===== src/rtl/ddr2_req_queue.sv =====
// Host request FIFO in front of the DDR2 controller c_* port: buffers read/write
// requests, issues them one at a time as single-cycle pulses and returns read data in order.
module ddr2_req_queue #(
   parameter int DEPTH  = 4,
   parameter int ADDR_W = 26,
   parameter int DATA_W = 64
) (
   input  logic                    clk,
   input  logic                    rst_n,
   input  logic                    h_valid,
   output logic                    h_ready,
   input  logic                    h_we,
   input  logic [ADDR_W-1:0]       h_addr,
   input  logic [DATA_W-1:0]       h_wdata,
   output logic                    h_rvalid,
   output logic [DATA_W-1:0]       h_rdata,
   output logic [$clog2(DEPTH):0]  q_count,
   output logic [ADDR_W-1:0]       c_addr,
   output logic [DATA_W-1:0]       c_data_in,
   output logic                    c_rd_req,
   output logic                    c_wr_req,
   input  logic                    c_rdy,
   input  logic [DATA_W-1:0]       c_data_out
);

   localparam int PTR_W = $clog2(DEPTH);
   localparam int CNT_W = PTR_W + 1;

   typedef enum logic [1:0] {
      IDLE      = 2'd0,
      WAIT_BUSY = 2'd1,
      WAIT_DONE = 2'd2
   } state_t;

   state_t state_reg, state_next;

   logic              we_mem   [DEPTH];
   logic [ADDR_W-1:0] addr_mem [DEPTH];
   logic [DATA_W-1:0] data_mem [DEPTH];

   logic [PTR_W-1:0]  wr_ptr_reg, rd_ptr_reg;
   logic [CNT_W-1:0]  count_reg, count_next;
   logic              ready_reg;
   logic [2:0]        wait_cnt_reg;
   logic              reissued_reg;
   logic              inflight_we_reg;
   logic              c_rd_req_reg, c_wr_req_reg;
   logic [ADDR_W-1:0] c_addr_reg;
   logic [DATA_W-1:0] c_data_in_reg;
   logic              h_rvalid_reg;
   logic [DATA_W-1:0] h_rdata_reg;

   logic enq, issue, reissue, done;

   assign enq = h_valid && ready_reg;

   always_comb begin
      state_next = state_reg;
      issue      = 1'b0;
      reissue    = 1'b0;
      done       = 1'b0;
      case (state_reg)
         IDLE: begin
            if (count_reg != '0 && c_rdy) begin
               issue      = 1'b1;
               state_next = WAIT_BUSY;
            end
         end
         WAIT_BUSY: begin
            if (!c_rdy) begin
               state_next = WAIT_DONE;
            end else if (wait_cnt_reg == 3'd7 && !reissued_reg) begin
               // Controller missed the pulse for 8 cycles: repeat it once.
               reissue = 1'b1;
            end
         end
         WAIT_DONE: begin
            if (c_rdy) begin
               done       = 1'b1;
               state_next = IDLE;
            end
         end
         default: state_next = IDLE;
      endcase
   end

   always_ff @(posedge clk) begin
      if (!rst_n) begin
         state_reg <= IDLE;
      end else begin
         state_reg <= state_next;
      end
   end

   always_comb begin
      count_next = count_reg;
      if (enq && !issue) begin
         count_next = count_reg + CNT_W'(1);
      end else if (!enq && issue) begin
         count_next = count_reg - CNT_W'(1);
      end
   end

   // Queue storage has no reset; the pointers alone define its contents.
   always_ff @(posedge clk) begin
      if (enq && rst_n) begin
         we_mem[wr_ptr_reg]   <= h_we;
         addr_mem[wr_ptr_reg] <= h_addr;
         data_mem[wr_ptr_reg] <= h_wdata;
      end
   end

   always_ff @(posedge clk) begin
      if (!rst_n) begin
         wr_ptr_reg      <= '0;
         rd_ptr_reg      <= '0;
         count_reg       <= '0;
         ready_reg       <= 1'b0;
         wait_cnt_reg    <= '0;
         reissued_reg    <= 1'b0;
         inflight_we_reg <= 1'b0;
         c_rd_req_reg    <= 1'b0;
         c_wr_req_reg    <= 1'b0;
         c_addr_reg      <= '0;
         c_data_in_reg   <= '0;
         h_rvalid_reg    <= 1'b0;
         h_rdata_reg     <= '0;
      end else begin
         count_reg <= count_next;
         ready_reg <= (count_next != CNT_W'(DEPTH));
         if (enq) begin
            wr_ptr_reg <= wr_ptr_reg + PTR_W'(1);
         end

         c_rd_req_reg <= (issue && !we_mem[rd_ptr_reg]) || (reissue && !inflight_we_reg);
         c_wr_req_reg <= (issue &&  we_mem[rd_ptr_reg]) || (reissue &&  inflight_we_reg);

         if (issue) begin
            rd_ptr_reg      <= rd_ptr_reg + PTR_W'(1);
            c_addr_reg      <= addr_mem[rd_ptr_reg];
            c_data_in_reg   <= data_mem[rd_ptr_reg];
            inflight_we_reg <= we_mem[rd_ptr_reg];
            reissued_reg    <= 1'b0;
         end else if (reissue) begin
            reissued_reg <= 1'b1;
         end

         // The pulse cycle itself counts as the first idle cycle of the controller.
         if (state_reg == WAIT_BUSY && c_rdy) begin
            wait_cnt_reg <= wait_cnt_reg + 3'd1;
         end else begin
            wait_cnt_reg <= '0;
         end

         h_rvalid_reg <= done && !inflight_we_reg;
         if (done && !inflight_we_reg) begin
            h_rdata_reg <= c_data_out;
         end
      end
   end

   assign h_ready   = ready_reg;
   assign q_count   = count_reg;
   assign c_rd_req  = c_rd_req_reg;
   assign c_wr_req  = c_wr_req_reg;
   assign c_addr    = c_addr_reg;
   assign c_data_in = c_data_in_reg;
   assign h_rvalid  = h_rvalid_reg;
   assign h_rdata   = h_rdata_reg;

endmodule


===== config.mk =====
export PLATFORM = sky130hd
export DESIGN_NAME = ddr2_req_queue
export DESIGN_NICKNAME = d
export VERILOG_FILES = /design/src/rtl/ddr2_req_queue.sv
export SDC_FILE = /design/constraint.sdc
export NUM_CORES = 1
export LEC_CHECK = 0
export BUFFER_PORTS_ARGS = -buffer_cell sky130_fd_sc_hd__buf_2
export CORE_ASPECT_RATIO = 1.75
export CORE_MARGIN = 2
export CORE_UTILIZATION = 43
export DETAILED_ROUTE_END_ITERATION = 6
export PLACE_DENSITY = 0.77
export REMOVE_ABC_BUFFERS = 1
export SKIP_LAST_GASP = 1
export SLEW_MARGIN = 0
export SYNTH_ARGS = -nofsm -noshare
export SYNTH_HDL_FRONTEND = slang
export SYNTH_SLANG_ARGS = --single-unit

===== constraint.sdc =====
create_clock -name clk -period 3.65 [get_ports clk]
set_input_delay 0.73 -clock clk [delete_from_list [all_inputs] [get_ports clk]]
set_output_delay 0.73 -clock clk [all_outputs]
set_load 0.02 [all_outputs]

==> results of run 1 <==
-- cells by family (layout without fill, tap and decap cells) --
| family | count (synthesis) | in the layout |
|---|---|---|
| AOI/OAI and AO/OA | 168 | 168 |
| buffers and inverters | 80 | 433 |
| DFF | 538 | 538 |
| adders and majority gates | 9 | 9 |
| xor gates and xnor gates | 7 | 7 |
| muxes | 91 | 91 |
| other | 0 | 11 |
| and+or+nand+nor | 353 | 353 |
-- final timing paths --
kind,start,cells past startpoint,slack (ns),end
hold reg to reg,wait_cnt_reg[0]$_SDFF_PN0_,1,0.45,wait_cnt_reg[0]$_SDFF_PN0_
setup reg to reg,q_count[0]$_SDFF_PN0_,8,1.36,c_data_in[18]$_SDFFE_PN0P_
setup / recovery,q_count[0]$_SDFF_PN0_,8,1.36,c_data_in[18]$_SDFFE_PN0P_
hold / removal,h_wdata[21],1,0.39,data_mem[2][21]$_DFFE_PP_
-- layout by cell type (no fill, tap or decap), types with 2 or more instances in the layout --
cell type,count
edfxtp_1,364
clkbuf_16,46
clkinvlp_4,4
nor3_1,2
buf_2,319
mux4_2,91
bufinv_16,6
ha_1,9
and3_4,4
clkbuf_8,8
clkinv_2,3
inv_6,3
buf_12,8
inv_1,6
dfxtp_4,2
buf_4,15
a21oi_1,157
xnor2_1,6
clkinv_4,2
nor2_1,10
nand2_1,317
dfxtp_1,172
clkbuf_1,9
diode_2,11
nor2b_1,3
and3_1,2
and2_1,3
a21o_1,2
o311ai_0,2
clkinv_1,3
-- metal layers --
| layer | global-route usage, % | up-vias | routed length (um) |
|---|---|---|---|
| met3 | 3.654 | 99 | 2988 |
| li1 | - | 5220 | - |
| met1 | 18.92 | 5633 | 15120 |
| met2 | 34.63 | 430 | 23510 |
| met5 | 0 | - | 0 |
| met4 | 9.167 | 0 | 2007 |
-- area by class of cell --
class / count / area, um2 / share of cell area, %
clock inverters: 21 / 287.8 / 1.242
clock buffers: 63 / 1295 / 5.587
well taps: 572 / 715.7 / 3.088
multi-input cells: 628 / 4529 / 19.54
flip-flops and latches: 538 / 14420 / 62.22
inverters: 7 / 31.28 / 0.1350
repair buffers: 342 / 1869 / 8.065
diodes: 11 / 27.53 / 0.1188
-- power groups by stage --
| stage | clock, mW | combinational [mW] | sequential [mW] |
|---|---|---|---|
| final | 5.05 | 2.99 | 7.36 |
| after global routing | 5.39 | 3.25 | 7.42 |
| after CTS | 5.18 | 3.05 | 7.37 |
| after detailed placement | 0 | 3.04 | 7.50 |
| after global placement | 0 | 2.97 | 7.48 |
| after floorplan | 0 | 1.62 | 7.93 |
-- synthesized netlist by cell type, types with 2 or more instances --
master | number | area, um2
mux4_2 | 91 | 2049
buf_2 | 16 | 80.08
a21oi_1 | 157 | 785.8
and3_1 | 7 | 43.79
ha_1 | 9 | 112.6
nor2_1 | 11 | 41.29
edfxtp_1 | 364 | 10930
xnor2_1 | 6 | 52.55
nor3_1 | 2 | 10.01
nand3_1 | 2 | 10.01
clkbuf_1 | 51 | 191.4
o311ai_0 | 2 | 17.52
and2_1 | 3 | 18.77
buf_1 | 5 | 18.77
a21o_1 | 2 | 15.01
inv_1 | 6 | 22.52
dfxtp_1 | 174 | 3483
nand2_1 | 318 | 1194
nor2b_1 | 3 | 18.77
-- worst max-delay path: stages, from the launching register on --
cell and delay, ns:
dfxtp_1 0.49, inv_1 0.18, ha_1 0.24, nor2b_1 0.18, nor2_4 0.16, buf_4 0.38, buf_4 0.33, nand2_1 0.09
a21oi_1 0.14
==> results.txt, run 1 <==
Status - finished clean
Pint - 11.20 mW
Final Max Tran Viols - 0
Wirelength per Cell - 19.99 um
# fillers - 3,540
Static leakage - 8.231 nW
Compound-Gate Fraction of Synth Area - 4.569%
Hold_buf cts - 0
Post-Synth Adder-Cell Area - 0.5857%
Setup crit end kind - register
Async SR Flop Fraction - 0%
# rows - 102
Die Ht - 283.7 um
Clock Sinks - 538
Mux contribution to synthesized area - 10.66%
Max reg flops - 256
Die area - 0.04648 mm2
Postcts setup bufs - 0
Placed Cells - 2,087
Die W - 163.8 um
Max Cap Violations - 0
Worst Tran Pin Value - 1.012 ns
Commonest register cell after synthesis - edfxtp_1
Final Util - 52.49%
CTS max path bufs - 3
Fmax - 0.4367 GHz
Skew-Pair Late Insertion Delay - 0.55 ns
DP Area - 0.02157 mm2
CTS tree - built
Comb pwr share - 19.4%
Critical Path RT - 4.12 ns
Grt ovf - 0
Worst EP arrival - 2.76 ns
Fin area - 0.02318 mm2
Mapped cell area - 0.01923 mm2
Critical path class - reg -> reg
Vias in the first global route - 11,610
Post-Layout Cell Count - 2,182
Post-Synth Simple-Gate Area - 7.211%
Final worst slack - 1.360 ns
Worst-path clk slew - 0.07 ns
Synth unique cells - 36
H-Tree Depth - 2
Share of layout cells above drive strength 1 - 32.33%
Antenna Nets Post-Route - 0
# setup viols final - 0
Clock root buffer - clkbuf_16
Hold Fails Final Rpt - 0
Final wirelength - 43,630 um
First-pass GRT wire length - 64,800 um
XOR/XNOR Fraction of Synth Area - 0.3189%
Post-synthesis sequential area ratio - 74.97%
WHS - 0.3858 ns
Largest register by flop count - data_mem
Ports - 320
Clk pwr share - 32.8%
Period utilisation layout - 62.74%
Mapped Cells - 1,246
Antenna violations before repair - 10
Starting Density - 43.54%
Vias - 11,380
YS warnings - 0
Largest net degree at the start of global routing - 77
Post-synth EDFFs - 364
CP Launch Type - register
Detailed Place HPWL - 27,790 um
Min-Delay Path Class - in -> reg
Num CTS Buffers - 46
Vias/cell - 5.216
Synthesized flop and latch total - 538
Synth-to-layout area growth - 20.55%
DRC Markers - 0
Dpl ws - 1.145 ns
Seq pwr share - 47.8%
Sw Ratio - 27.32%
Gr usage total - 18.39%
Peak VDD IR - 0.0005137 V
Core area - 0.04416 mm2
Min Tclk post-route - 2.290 ns
Worst slew margin - 32.51%
# resized after CTS - 0
Total Power - 15.41 mW
Mapped Avg Cell Area - 15.43 um2
Pwr Density - 664.8 mW/mm2
Initial DRC count - 628
Psw - 4.210 mW
RSZ-0062 raised after global routing - false
Largest family of logic cells by synthesized area - multiplexers
Gp weighted congestion - 0.7714
Final Skew - 0.02088 ns
Largest regs - data_mem x256, addr_mem x104
Setup TNS - 0 ns
# nets final - 1,731
TritonRoute pass-1 iters - 5
Port bufs - 319
CP max FO - 32
Note: power is estimated with default switching activity, not from simulation.
==> inputs of run 2 (changes only) <==
==> constraint.sdc (replaced) <==
create_clock -name clk -period 1.9 [get_ports clk]
set_input_delay 0.38 -clock clk [delete_from_list [all_inputs] [get_ports clk]]
set_output_delay 0.38 -clock clk [all_outputs]
set_load 0.02 [all_outputs]
==> run 2 against run 1 <==
Against the previous run: global-route usage increased by 0.17 points; critical endpoint is now c_data_in[61]$_SDFFE_PN0P_; wire length increased by 0.39%; critical path type unchanged; final cell count increased by 0.82%; clock skew decreased by 0.0046 ns; power increased by 94%; worst setup slack got worse by 1.3 ns; register-to-register slack got worse by 1.3 ns; first-iteration DRC count increased by 5.4%; sequential share of layout area decreased by 0.99 points.
==> results.txt, run 2 (synthesis results as in run 1) <==
Status - finished clean
Worst EP arrival - 2.29 ns
Min-Delay Path Class - in -> reg
Max incr delay on CP - 0.44 ns
Setup crit end kind - register
DP Area - 0.02192 mm2
# setup viols final - 0
Sequential cell area - 0.01442 mm2
Critical-path cell list - or3b_1 > buf_4 > nor2_4 > buf_12 > buf_12 > nand2_1 > a21oi_1
Peak VDD IR - 0.0008808 V
Final Max Tran Viols - 0
Flop-to-flop setup slack - 0.09 ns
Final worst slack - 0.09050 ns
Share of layout cells above drive strength 1 - 33.42%
CP Launch Type - register
Grt ovf - 0
H-Tree Depth - 2
Gp weighted congestion - 0.8250
Largest register by flop count - data_mem
Worst-path clk slew - 0.07 ns
Starting Density - 43.54%
Period utilisation layout - 95.24%
Ports - 320
Worst path most repeated cell - buf_12
# nets final - 1,749
Fin area - 0.02355 mm2
CP Buf/Inv Count - 3
Die area - 0.04648 mm2
Placed Cells - 2,101
Multi-input gate area - 0.004543 mm2
Hold Fails Final Rpt - 0
Max Cap Violations - 0
TritonRoute pass-1 iters - 5
CP top delay family - simple AND/OR/NAND/NOR gates
Vias/cell - 5.175
Max reg flops - 256
Vias in the first global route - 11,790
Antenna Nets Post-Route - 0
Clock root buffer - clkbuf_16
Most frequent cells in the layout - 364 x edfxtp_1, 319 x buf_2, 317 x nand2_1
Initial DRC count - 662
CP max FO - 21
Static leakage - 8.403 nW
Worst slew margin - 66.50%
Critical Path RT - 2.39 ns
Hold_buf cts - 0
# rows - 102
Skew-Pair Late Insertion Delay - 0.56 ns
DRC Markers - 0
Gr usage total - 18.56%
# fillers - 3,590
Largest regs - data_mem x256, addr_mem x104
Clock Sinks - 538
Final wirelength - 43,800 um
Synth-to-layout area growth - 22.51%
Vias - 11,380
Antenna violations before repair - 16
Die Ht - 283.7 um
Die W - 163.8 um
Port bufs - 319
Pwr Density - 1268 mW/mm2
Detailed Place HPWL - 28,100 um
First-pass GRT wire length - 65,590 um
Largest net degree at the start of global routing - 73
Worst Tran Pin Value - 0.5025 ns
Core area - 0.04416 mm2
Num CTS Buffers - 47
CTS max path bufs - 3
Dpl ws - -0.05693 ns
Post-Layout Cell Count - 2,200
Wirelength per Cell - 19.91 um
Commonest non-fill, non-tap cell in the layout - edfxtp_1
Final Skew - 0.01626 ns
Fmax - 0.5526 GHz
Critical Path Slowest Stage Cell - or3b_1
CTS tree - built
Critical path class - reg -> reg
Min Tclk post-route - 1.809 ns
==> run 2: per-layer routing <==
metal / wire length [um] / vias up / GRT usage (%)
met3: 2835 / 110 / 3.435
met4: 1946 / 10 / 9.079
met2: 23630 / 424 / 34.54
met5: 74 / - / 0
met1: 15310 / 5588 / 19.73
li1: - / 5252 / -
==> run 2: worst paths after layout <==
check             depth (start not counted)                          to                  startpoint
setup / recovery                          7  c_data_in[61]$_SDFFE_PN0P_   state_reg[0]$_SDFFE_PN0P_
hold / removal                            1   data_mem[1][33]$_DFFE_PP_                 h_wdata[33]
setup reg to reg                          7  c_data_in[61]$_SDFFE_PN0P_   state_reg[0]$_SDFFE_PN0P_
hold reg to reg                           1  wait_cnt_reg[0]$_SDFF_PN0_  wait_cnt_reg[0]$_SDFF_PN0_
==> run 2: area by class of cell <==
class | count | area share [%]
flip-flops and latches | 538 | 61.23
clock buffers | 67 | 5.764
clock inverters | 20 | 0.8340
well taps | 572 | 3.039
repair buffers | 359 | 9.615
multi-input cells | 628 | 19.29
diodes | 9 | 0.09562
inverters | 7 | 0.1328
==> run 2: report_power, final <==
group / internal, mW / switching (mW)
logic: 2.74 / 3.62
clock network: 5.42 / 4.10
registers: 13.5 / 0.483
==> run 2: repair_timing <==
| item | CTS | global route |
|---|---|---|
| setup buffers | 0 | 2 |
| pin swaps | 0 | 2 |
| resized for setup | 1 | 5 |
| endpoints found under the setup margin | 1 | 6 |
| gates cloned | 0 | 1 |
==> run 2: through the flow <==
step / util (%) / hold WS, ns / TNS, ns / total power, mW
2_1_floorplan: - / 0.3984 / -948.40 / 17.58
3_3_place_gp: 49.65 / 0.4084 / -0.01841 / 20.37
3_5_place_dp: 49.65 / 0.4239 / -0.05693 / 20.58
4_1_cts: 53.18 / 0.006148 / 0 / 30.13
5_1_grt: 53.34 / 0.01201 / -0.01852 / 31.16
6_report: 53.34 / 0.03038 / 0 / 29.86
==> inputs of run 3 (changes only) <==
--- a/config.mk
+++ b/config.mk
@@ -10,7 +10,7 @@
 export CORE_MARGIN = 2
 export CORE_UTILIZATION = 43
 export DETAILED_ROUTE_END_ITERATION = 6
-export PLACE_DENSITY = 0.77
+export PLACE_DENSITY = 0.75
 export REMOVE_ABC_BUFFERS = 1
 export SKIP_LAST_GASP = 1
 export SLEW_MARGIN = 0
==> constraint.sdc (replaced) <==
create_clock -name clk -period 1.7 [get_ports clk]
set_input_delay 0.34 -clock clk [delete_from_list [all_inputs] [get_ports clk]]
set_output_delay 0.34 -clock clk [all_outputs]
set_load 0.02 [all_outputs]
==> run 3 against run 2 <==
Against the previous run: critical path depth fell by 2; power rose by 13%; global-route usage rose by 0.91 points; non-clock buffer count rose by 102; worst setup slack got worse by 0.067 ns; via count rose by 5.2%; maximum frequency rose by 8.0%; clock skew rose by 0.0046 ns; design area rose by 4.3%.
==> results.txt, run 3 (synthesis results as in run 1) <==
Num CTS Buffers - 46
Fmax - 0.5966 GHz
Gp weighted congestion - 0.7721
Largest net degree at the start of global routing - 91
Min-Delay Path Class - in -> reg
Flop-to-flop setup slack - 0.02 ns
Die area - 0.04648 mm2
TritonRoute pass-1 iters - 7
Max reg flops - 256
Initial DRC count - 580
Largest register by flop count - data_mem
Hold path start - c_data_out[23]
Multi-input gate area - 0.004588 mm2
Worst slew margin - 72.33%
Post-Layout Cell Count - 2,292
Skew-Pair Late Insertion Delay - 0.55 ns
Wirelength per Cell - 19.94 um
Critical Path Slowest Stage Cell - or3b_4
Worst Tran Pin Value - 0.4098 ns
# nets final - 1,850
Peak VDD IR - 0.001063 V
# rows - 102
Total Power - 33.84 mW
R2r endpoint - h_ready$_SDFF_PN0_
Die W - 163.8 um
Grt ovf - 0
Clock root buffer - clkbuf_16
Critical Path RT - 2.13 ns
Reg2reg start - state_reg[0]$_SDFFE_PN0P_
Vias/cell - 5.225
Placed Cells - 2,113
# setup viols final - 0
Status - finished clean
Port bufs - 319
DRC Markers - 0
Final worst slack - 0.02377 ns
Static leakage - 8.815 nW
Die Ht - 283.7 um
First-pass GRT wire length - 69,010 um
Min-Delay Path Depth - 3
Period utilisation layout - 98.60%
Critical path class - reg -> reg
Dpl ws - -0.2351 ns
Sequential cell area - 0.01442 mm2
Antenna violations before repair - 1
Core area - 0.04416 mm2
CP max FO - 3
Hold path endpoint - h_rdata[23]$_SDFFE_PN0P_
WHS - 0.02854 ns
CP Launch Type - register
H-Tree Depth - 2
# fillers - 3,443
Synth-to-layout area growth - 27.78%
Commonest non-fill, non-tap cell in the layout - edfxtp_1
Starting Density - 43.54%
Final Skew - 0.02082 ns
Vias - 11,980
Vias in the first global route - 12,630
Max incr delay on CP - 0.43 ns
Worst-path clk slew - 0.07 ns
Share of layout cells above drive strength 1 - 32.34%
Hold Fails Final Rpt - 0
Ports - 320
Final wirelength - 45,710 um
Antenna Nets Post-Route - 0
Final Max Tran Viols - 0
CTS max path bufs - 3
Pwr Density - 1377 mW/mm2
Max Cap Violations - 0
Worst EP arrival - 2.11 ns
Setup crit end kind - register
Reg2reg path depth - 5
CTS tree - built
Most frequent cells in the layout - 364 x edfxtp_1, 319 x buf_2, 316 x nand2_1
Critical-path cell list - or3b_4 > or3_4 > o311ai_2 > a221oi_2 > a311o_1
Largest regs - data_mem x256, addr_mem x104
Gr usage total - 19.47%
Detailed Place HPWL - 28,340 um
Min Tclk post-route - 1.676 ns
Clock Sinks - 538
RSZ-0062 raised after global routing - true
## run 3: stage by stage
| step | TNS [ns] | cell area (um2) | utilization, % |
|---|---|---|---|
| after floorplan | -1052.56 | 18930 | - |
| after global placement | -0.1877 | 22060 | 49.96 |
| after detailed placement | -2.446 | 22060 | 49.96 |
| after CTS | -0.4547 | 24550 | 55.60 |
| after global routing | -0.07981 | 24570 | 55.64 |
| final | 0 | 24570 | 55.64 |
## run 3: routing by layer
metal	part of all wire (%)	GRT usage, %	vias to the layer above
met4	4.1	8.947	0
met2	55	37.20	488
li1	-	-	5448
met3	6.5	2.894	111
met1	35	20.54	5928
met5	0	0	-
## run 3: area by class of cell
cell class              instances  share of cell area (%)
diodes                          1                 0.01019
clock buffers                  58                   5.037
clock inverters                27                  0.9728
inverters                       7                  0.1273
multi-input cells             628                   18.68
flip-flops and latches        538                   58.71
well taps                     572                   2.913
repair buffers                461                   13.55
## run 3: worst max-delay path by stage
stage                               startpoint                          to  slack, ns  depth (start not counted)
finish               state_reg[0]$_SDFFE_PN0P_          h_ready$_SDFF_PN0_       0.02                          5
CTS                      q_count[0]$_SDFF_PN0_  c_data_in[12]$_SDFFE_PN0P_      -0.03                         10
global placement                         c_rdy          h_ready$_SDFF_PN0_      -0.19                          6
global route         state_reg[0]$_SDFFE_PN0P_          h_ready$_SDFF_PN0_      -0.04                          5
floorplan           rd_ptr_reg[0]$_SDFFE_PN0P_      c_addr[0]$_SDFFE_PN0P_      -3.15                          3
detailed placement                       c_rdy          h_ready$_SDFF_PN0_      -0.24                          6
## run 3: power breakdown
part | internal, mW | total (mW) | switching [mW] | leakage (nW)
Clock | 5.67 | 10.2 | 4.57 | 0.706
Sequential | 15.1 | 15.6 | 0.509 | 4.70
Combinational | 3.61 | 8.01 | 4.40 | 3.41
## run 3: worst max-delay path, delay by kind of cell, from the launching register on
family             cells  cell delay [ns]
and+or+nand+nor        2             0.78
AOI/OAI and AO/OA      3             0.47
DFF                    1             0.32
## run 3: timing repair
| item | 4_1_cts | 5_1_grt |
|---|---|---|
| endpoints found under the hold margin | 349 | 0 |
| resized for setup | 7 | 13 |
| hold buffers | 90 | 0 |
| setup buffers | 2 | 1 |
| cloned | 2 | 0 |
| pin swaps | 4 | 4 |
| endpoints found under the setup margin | 49 | 87 |
